`src/rtl/bios_shadow_copy.sv`:
```
// Boot-time shadow copy engine: walks the BIOS ROM one word at a time, writes each
// word to RAM over a ready handshake and keeps a 16-bit checksum of the words accepted.
module bios_shadow_copy #(
    parameter int          WORDS     = 4096,
    parameter logic [17:0] SRC_BASE  = 18'h00000,
    parameter logic [17:0] DST_BASE  = 18'h00000,
    parameter int          READ_WAIT = 1
) (
    input  logic        clk,
    input  logic        rst_n,
    input  logic        start,
    output logic [17:0] bios_addr,
    output logic [1:0]  bios_be,
    output logic        bios_ce,
    input  logic [15:0] bios_data,
    output logic [17:0] ram_addr,
    output logic [15:0] ram_wdata,
    output logic        ram_we,
    input  logic        ram_ready,
    output logic        busy,
    output logic        done,
    output logic [15:0] checksum
);
    typedef enum logic [1:0] {IDLE, READ, WRITE, DONE} state_t;

    // The index is 17 bits wide so that WORDS = 65536 can still reach its last word.
    localparam logic [16:0] LAST  = 17'(WORDS - 1);
    localparam logic [3:0]  WLAST = 4'(READ_WAIT - 1);

    state_t      state, nxt_state;
    logic [16:0] index, nxt_index;
    logic [3:0]  wcnt, nxt_wcnt;
    logic [17:0] nxt_bios_addr, nxt_ram_addr;
    logic [1:0]  nxt_bios_be;
    logic        nxt_bios_ce, nxt_ram_we, nxt_busy, nxt_done;
    logic [15:0] nxt_ram_wdata, nxt_checksum;
    logic [17:0] idx18;

    assign idx18 = {1'b0, index};

    always_ff @(posedge clk or negedge rst_n) begin
        if (!rst_n) begin
            state     <= IDLE;
            index     <= '0;
            wcnt      <= '0;
            bios_addr <= '0;
            bios_be   <= '0;
            bios_ce   <= 1'b0;
            ram_addr  <= '0;
            ram_wdata <= '0;
            ram_we    <= 1'b0;
            busy      <= 1'b0;
            done      <= 1'b0;
            checksum  <= '0;
        end else begin
            state     <= nxt_state;
            index     <= nxt_index;
            wcnt      <= nxt_wcnt;
            bios_addr <= nxt_bios_addr;
            bios_be   <= nxt_bios_be;
            bios_ce   <= nxt_bios_ce;
            ram_addr  <= nxt_ram_addr;
            ram_wdata <= nxt_ram_wdata;
            ram_we    <= nxt_ram_we;
            busy      <= nxt_busy;
            done      <= nxt_done;
            checksum  <= nxt_checksum;
        end
    end

    always_comb begin
        nxt_state     = state;
        nxt_index     = index;
        nxt_wcnt      = wcnt;
        nxt_bios_addr = bios_addr;
        nxt_bios_be   = bios_be;
        nxt_bios_ce   = bios_ce;
        nxt_ram_addr  = ram_addr;
        nxt_ram_wdata = ram_wdata;
        nxt_ram_we    = ram_we;
        nxt_busy      = busy;
        nxt_done      = done;
        nxt_checksum  = checksum;
        case (state)
            IDLE, DONE: begin
                if (start) begin
                    nxt_state     = READ;
                    nxt_index     = '0;
                    nxt_wcnt      = '0;
                    nxt_checksum  = '0;
                    nxt_busy      = 1'b1;
                    nxt_done      = 1'b0;
                    nxt_bios_ce   = 1'b1;
                    nxt_bios_be   = 2'b11;
                    nxt_bios_addr = SRC_BASE;
                end
            end
            READ: begin
                if (wcnt == WLAST) begin
                    nxt_state     = WRITE;
                    nxt_ram_wdata = bios_data;
                    nxt_ram_addr  = DST_BASE + idx18;
                    nxt_ram_we    = 1'b1;
                    nxt_bios_ce   = 1'b0;
                    nxt_bios_be   = 2'b00;
                end else begin
                    nxt_wcnt = wcnt + 4'd1;
                end
            end
            WRITE: begin
                // Address and data stay registered while ram_ready is low, so a stall is free.
                if (ram_ready) begin
                    nxt_checksum = checksum + ram_wdata;
                    nxt_ram_we   = 1'b0;
                    if (index == LAST) begin
                        nxt_state = DONE;
                        nxt_busy  = 1'b0;
                        nxt_done  = 1'b1;
                    end else begin
                        nxt_state     = READ;
                        nxt_index     = index + 17'd1;
                        nxt_wcnt      = '0;
                        nxt_bios_ce   = 1'b1;
                        nxt_bios_be   = 2'b11;
                        nxt_bios_addr = SRC_BASE + idx18 + 18'd1;
                    end
                end
            end
            default: nxt_state = IDLE;
        endcase
    end
endmodule

```
`config.mk`:
```
export PLATFORM = sky130hd
export DESIGN_NAME = bios_shadow_copy
export DESIGN_NICKNAME = d
export VERILOG_FILES = /design/src/rtl/bios_shadow_copy.sv
export SDC_FILE = /design/constraint.sdc
export NUM_CORES = 1
export LEC_CHECK = 0
export BUFFER_PORTS_ARGS = -buffer_cell sky130_fd_sc_hd__clkbuf_2
export CORE_MARGIN = 2
export CORE_UTILIZATION = 49
export DETAILED_ROUTE_END_ITERATION = 10
export GPL_TIMING_DRIVEN = 0
export PLACE_DENSITY = 0.77
export SLEW_MARGIN = 20
export SYNTH_ARGS = -nofsm -noshare
export SYNTH_HDL_FRONTEND = slang
export SYNTH_SLANG_ARGS = --single-unit
```
`constraint.sdc`:
```
create_clock -name clk -period 2 [get_ports clk]
set_input_delay 0.6 -clock clk [delete_from_list [all_inputs] [get_ports clk]]
set_output_delay 0.6 -clock clk [all_outputs]
set_load 0.1 [all_outputs]
```
==> impl_metrics.ini <==
[clock_network]
clkLatencyLatePin_ns = 0.36
cts_max_path_buffers = 2
cts_root_buf = clkbuf_8
h-tree-depth = 3
ctsHoldBuffers = 0
clkTransAtPathRegs_ns = 0.09
cts_tree = yes
clock-sinks = 77
cts_buffers = 9

[placement]
place_area_um2 = 4890
place_ws_ns = -0.336
portBuffers = 92
dp_hpwl_mm = 6.95
gp_congestion = 0.845

[grt]
top_usage_layer = met2
grt_pass1_vias = 3443
use_met3 = 0.0335
track_usage = 0.228
gr-total-overflow = 0
grt_first_pass_wirelength_mm = 16.0
grt_max_degree = 51
met2_usage = 0.394
use_met1 = 0.278
antenna_found_initial = 0

[detailed_routing]
drtPass1Iterations = 4
wl_mm = 10.3
vias = 3520
drc_errors = 0
avgViaCountPerCell = 5.67
drt-wirelength-per-cell_um = 16.5
drtIter0Drc = 130
drtAntennaViolNets = 0

[setup_path]
rr_endpoint = checksum[12]$_DFFE_PN0P_
end_kind = flop
r2r_slack_ns = -0.03
slowest_stage = dfrtp_4
timing.critical_path.mode_cell = a21oi_4
rr_startpoint = checksum[0]$_DFFE_PN0P_
crit_type = flop to flop
crit_path_start = checksum[0]$_DFFE_PN0P_
crit_fanout = 2
crit_end = checksum[12]$_DFFE_PN0P_
crit_family = compound AO/OA/AOI/OAI gates
cp.arrival_ns = 2.27
crit_cells = 10
crit_chain = ha_4 > inv_2 > fa_2 > nand2b_4 > a21oi_4 > o31ai_4 > buf_6 > a21oi_4 > xnor2_1 > o21ai_1
reg2regPathDepth = 10
slowest_delay_ns = 0.43
path_buf_inv = 2
required_ns = 2.23
critPathLaunchType = flop

[timing]
finalWorstSetupSlack_ns = -0.0347
fin_skew_ns = 0.0183
fin_tns_setup_ns = -0.0655
fin_crit_ns = 2.03
finalSetupViolCount = 3
fin_crit_sh = 1.02
relSlewSlack = 0.619
report.final.slew_viol_count = 0
worst_pin_slew_ns = 0.567
rsz0062_at_grt = yes
final-hold-violation-count = 0
max_freq_ghz = 0.491

[logic_synthesis]
syn_area_per_cell_um2 = 10.4
ys_ff_latch = 77
synth.net_count = 431
synth_edf_count = 0
synth.distinct_cells = 49
ys.warnings.count = 0
synth_area_um2 = 4040
synthFlopType = dfrtp_1
seq_area_frac_synth = 0.477
async_flop_share = 1.00
syn_inst = 389

[pwr]
intPower_uw = 4220
combPwrFrac = 0.636
powerDensity_nw_per_um2 = 1680
clock_power_share = 0.113
p_switching_uw = 5040
pwr-share-seq = 0.251
p_leak_uw = 0.00249
netSwitchingFraction = 0.544
max-vdd-ir-drop_mv = 0.792
finalPower_uw = 9260

[final_layout]
postLayoutCellArea_um2 = 5500
syn_to_final_growth_pct = 36.2
final_cell_mix = 93 x clkbuf_2, 39 x nand2_1, 33 x mux2_2
final_util = 0.679
multi_input_area_um2 = 2330
fillCellCount = 634
drive_gt1_frac = 0.531
final_common_cell = clkbuf_2
ff_latch_area_um2 = 2060
nets = 553
diodes = 0

[floorplan]
start_util = 0.499
die_x_um = 94.8
placementRows = 33
io_pins = 94
dieArea_um2 = 8980
die_h_um = 94.8
core_area_um2 = 8090

[flow_run]
maxCapViolations = 0

[status]
violations = setup timing
status = finished, violations left

[min_path]
hold_class = input pin to async pin
[metal layers]
metal,share of wire,up-vias
met5,0,-
li1,-,1642
met1,0.41,1740
met2,0.52,113
met3,0.046,25
met4,0.023,0
[how the worst min path moves through the flow]
stage,depth (start not counted),slack [ns],startpoint,end
finish,1,0.19,rst_n,checksum[5]$_DFFE_PN0P_
CTS,1,0.19,rst_n,ram_wdata[5]$_DFFE_PN0P_
global placement,2,0.48,ram_we$_DFFE_PN0P_,ram_we$_DFFE_PN0P_
floorplan,0,0.30,rst_n,bios_addr[13]$_DFFE_PN0P_
detailed placement,2,0.49,ram_we$_DFFE_PN0P_,ram_we$_DFFE_PN0P_
global route,1,0.22,rst_n,checksum[5]$_DFFE_PN0P_
[power groups by stage]
stage	clock, uW	sequential [uW]	combinational, uW
after detailed placement	0	2330	5140
after global placement	0	2300	5050
after global routing	1120	2370	6190
after CTS	1070	2310	5530
after floorplan	0	4310	2210
final	1040	2320	5890
[sequential cells by signal (all words and copies together), names as in the netlist]
signal,cells
bios_addr,18
ram_addr,17
checksum,16
ram_wdata,16
wcnt,4
state,2
bios_be,1
busy,1
done,1
ram_we,1
[cell usage after synthesis, types with 2 or more instances]
cell / n / share of area
dfrtp_1: 77 / 0.48
nand2_1: 42 / 0.039
mux2_2: 33 / 0.092
o21ai_0: 27 / 0.033
a21oi_1: 22 / 0.027
ha_1: 21 / 0.065
nor2_1: 21 / 0.020
inv_1: 14 / 0.013
xnor2_1: 11 / 0.024
nand3_1: 9 / 0.011
xor2_1: 8 / 0.017
clkbuf_1: 7 / 0.0065
nand2b_1: 7 / 0.011
nand4_1: 7 / 0.011
nor3_1: 7 / 0.0087
o31ai_1: 7 / 0.013
a21o_1: 6 / 0.011
and3_1: 5 / 0.0077
nor4_1: 5 / 0.0077
o211ai_1: 5 / 0.0093
a211oi_1: 4 / 0.0074
buf_2: 4 / 0.0050
buf_4: 3 / 0.0056
o21a_1: 3 / 0.0056
or3_1: 3 / 0.0047
a22o_1: 2 / 0.0043
a31o_1: 2 / 0.0043
a31oi_1: 2 / 0.0031
a41o_1: 2 / 0.0050
nor3b_1: 2 / 0.0037
o21ai_1: 2 / 0.0025
or2_2: 2 / 0.0031
[timing repair]
action                                  CTS  global route
endpoints found under the setup margin   60            62
pin swaps                                15            27
buffers inserted                         13             8
resized for setup                        30            41
[kinds of logic after synthesis]
| logic type | after synthesis | share of synthesized area |
|---|---|---|
| flops | 77 | 0.477 |
| compound gates | 92 | 0.144 |
| mux | 34 | 0.0945 |
| other cells | 1 | 0.000929 |
| buf+inv | 30 | 0.0338 |
| simple gates | 114 | 0.138 |
| xor+xnor | 19 | 0.0412 |
| fa+ha+maj | 22 | 0.0701 |
[cell type report]
| type | count | area share |
|---|---|---|
| multi-input combinational | 282 | 0.424 |
| timing repair buffer | 114 | 0.119 |
| clock inverter | 5 | 0.00660 |
| clock buffer | 11 | 0.0239 |
| tap | 105 | 0.0239 |
| buffer | 13 | 0.0180 |
| sequential | 77 | 0.375 |
| inverter | 14 | 0.00956 |
[metrics by stage]
stage,hold slack (ns),std cells
final,0.186,621
after floorplan,0.304,389
after global placement,0.481,586
after CTS,0.193,615
after global routing,0.219,621
after detailed placement,0.486,587
Power figures use the tool's default switching activity.
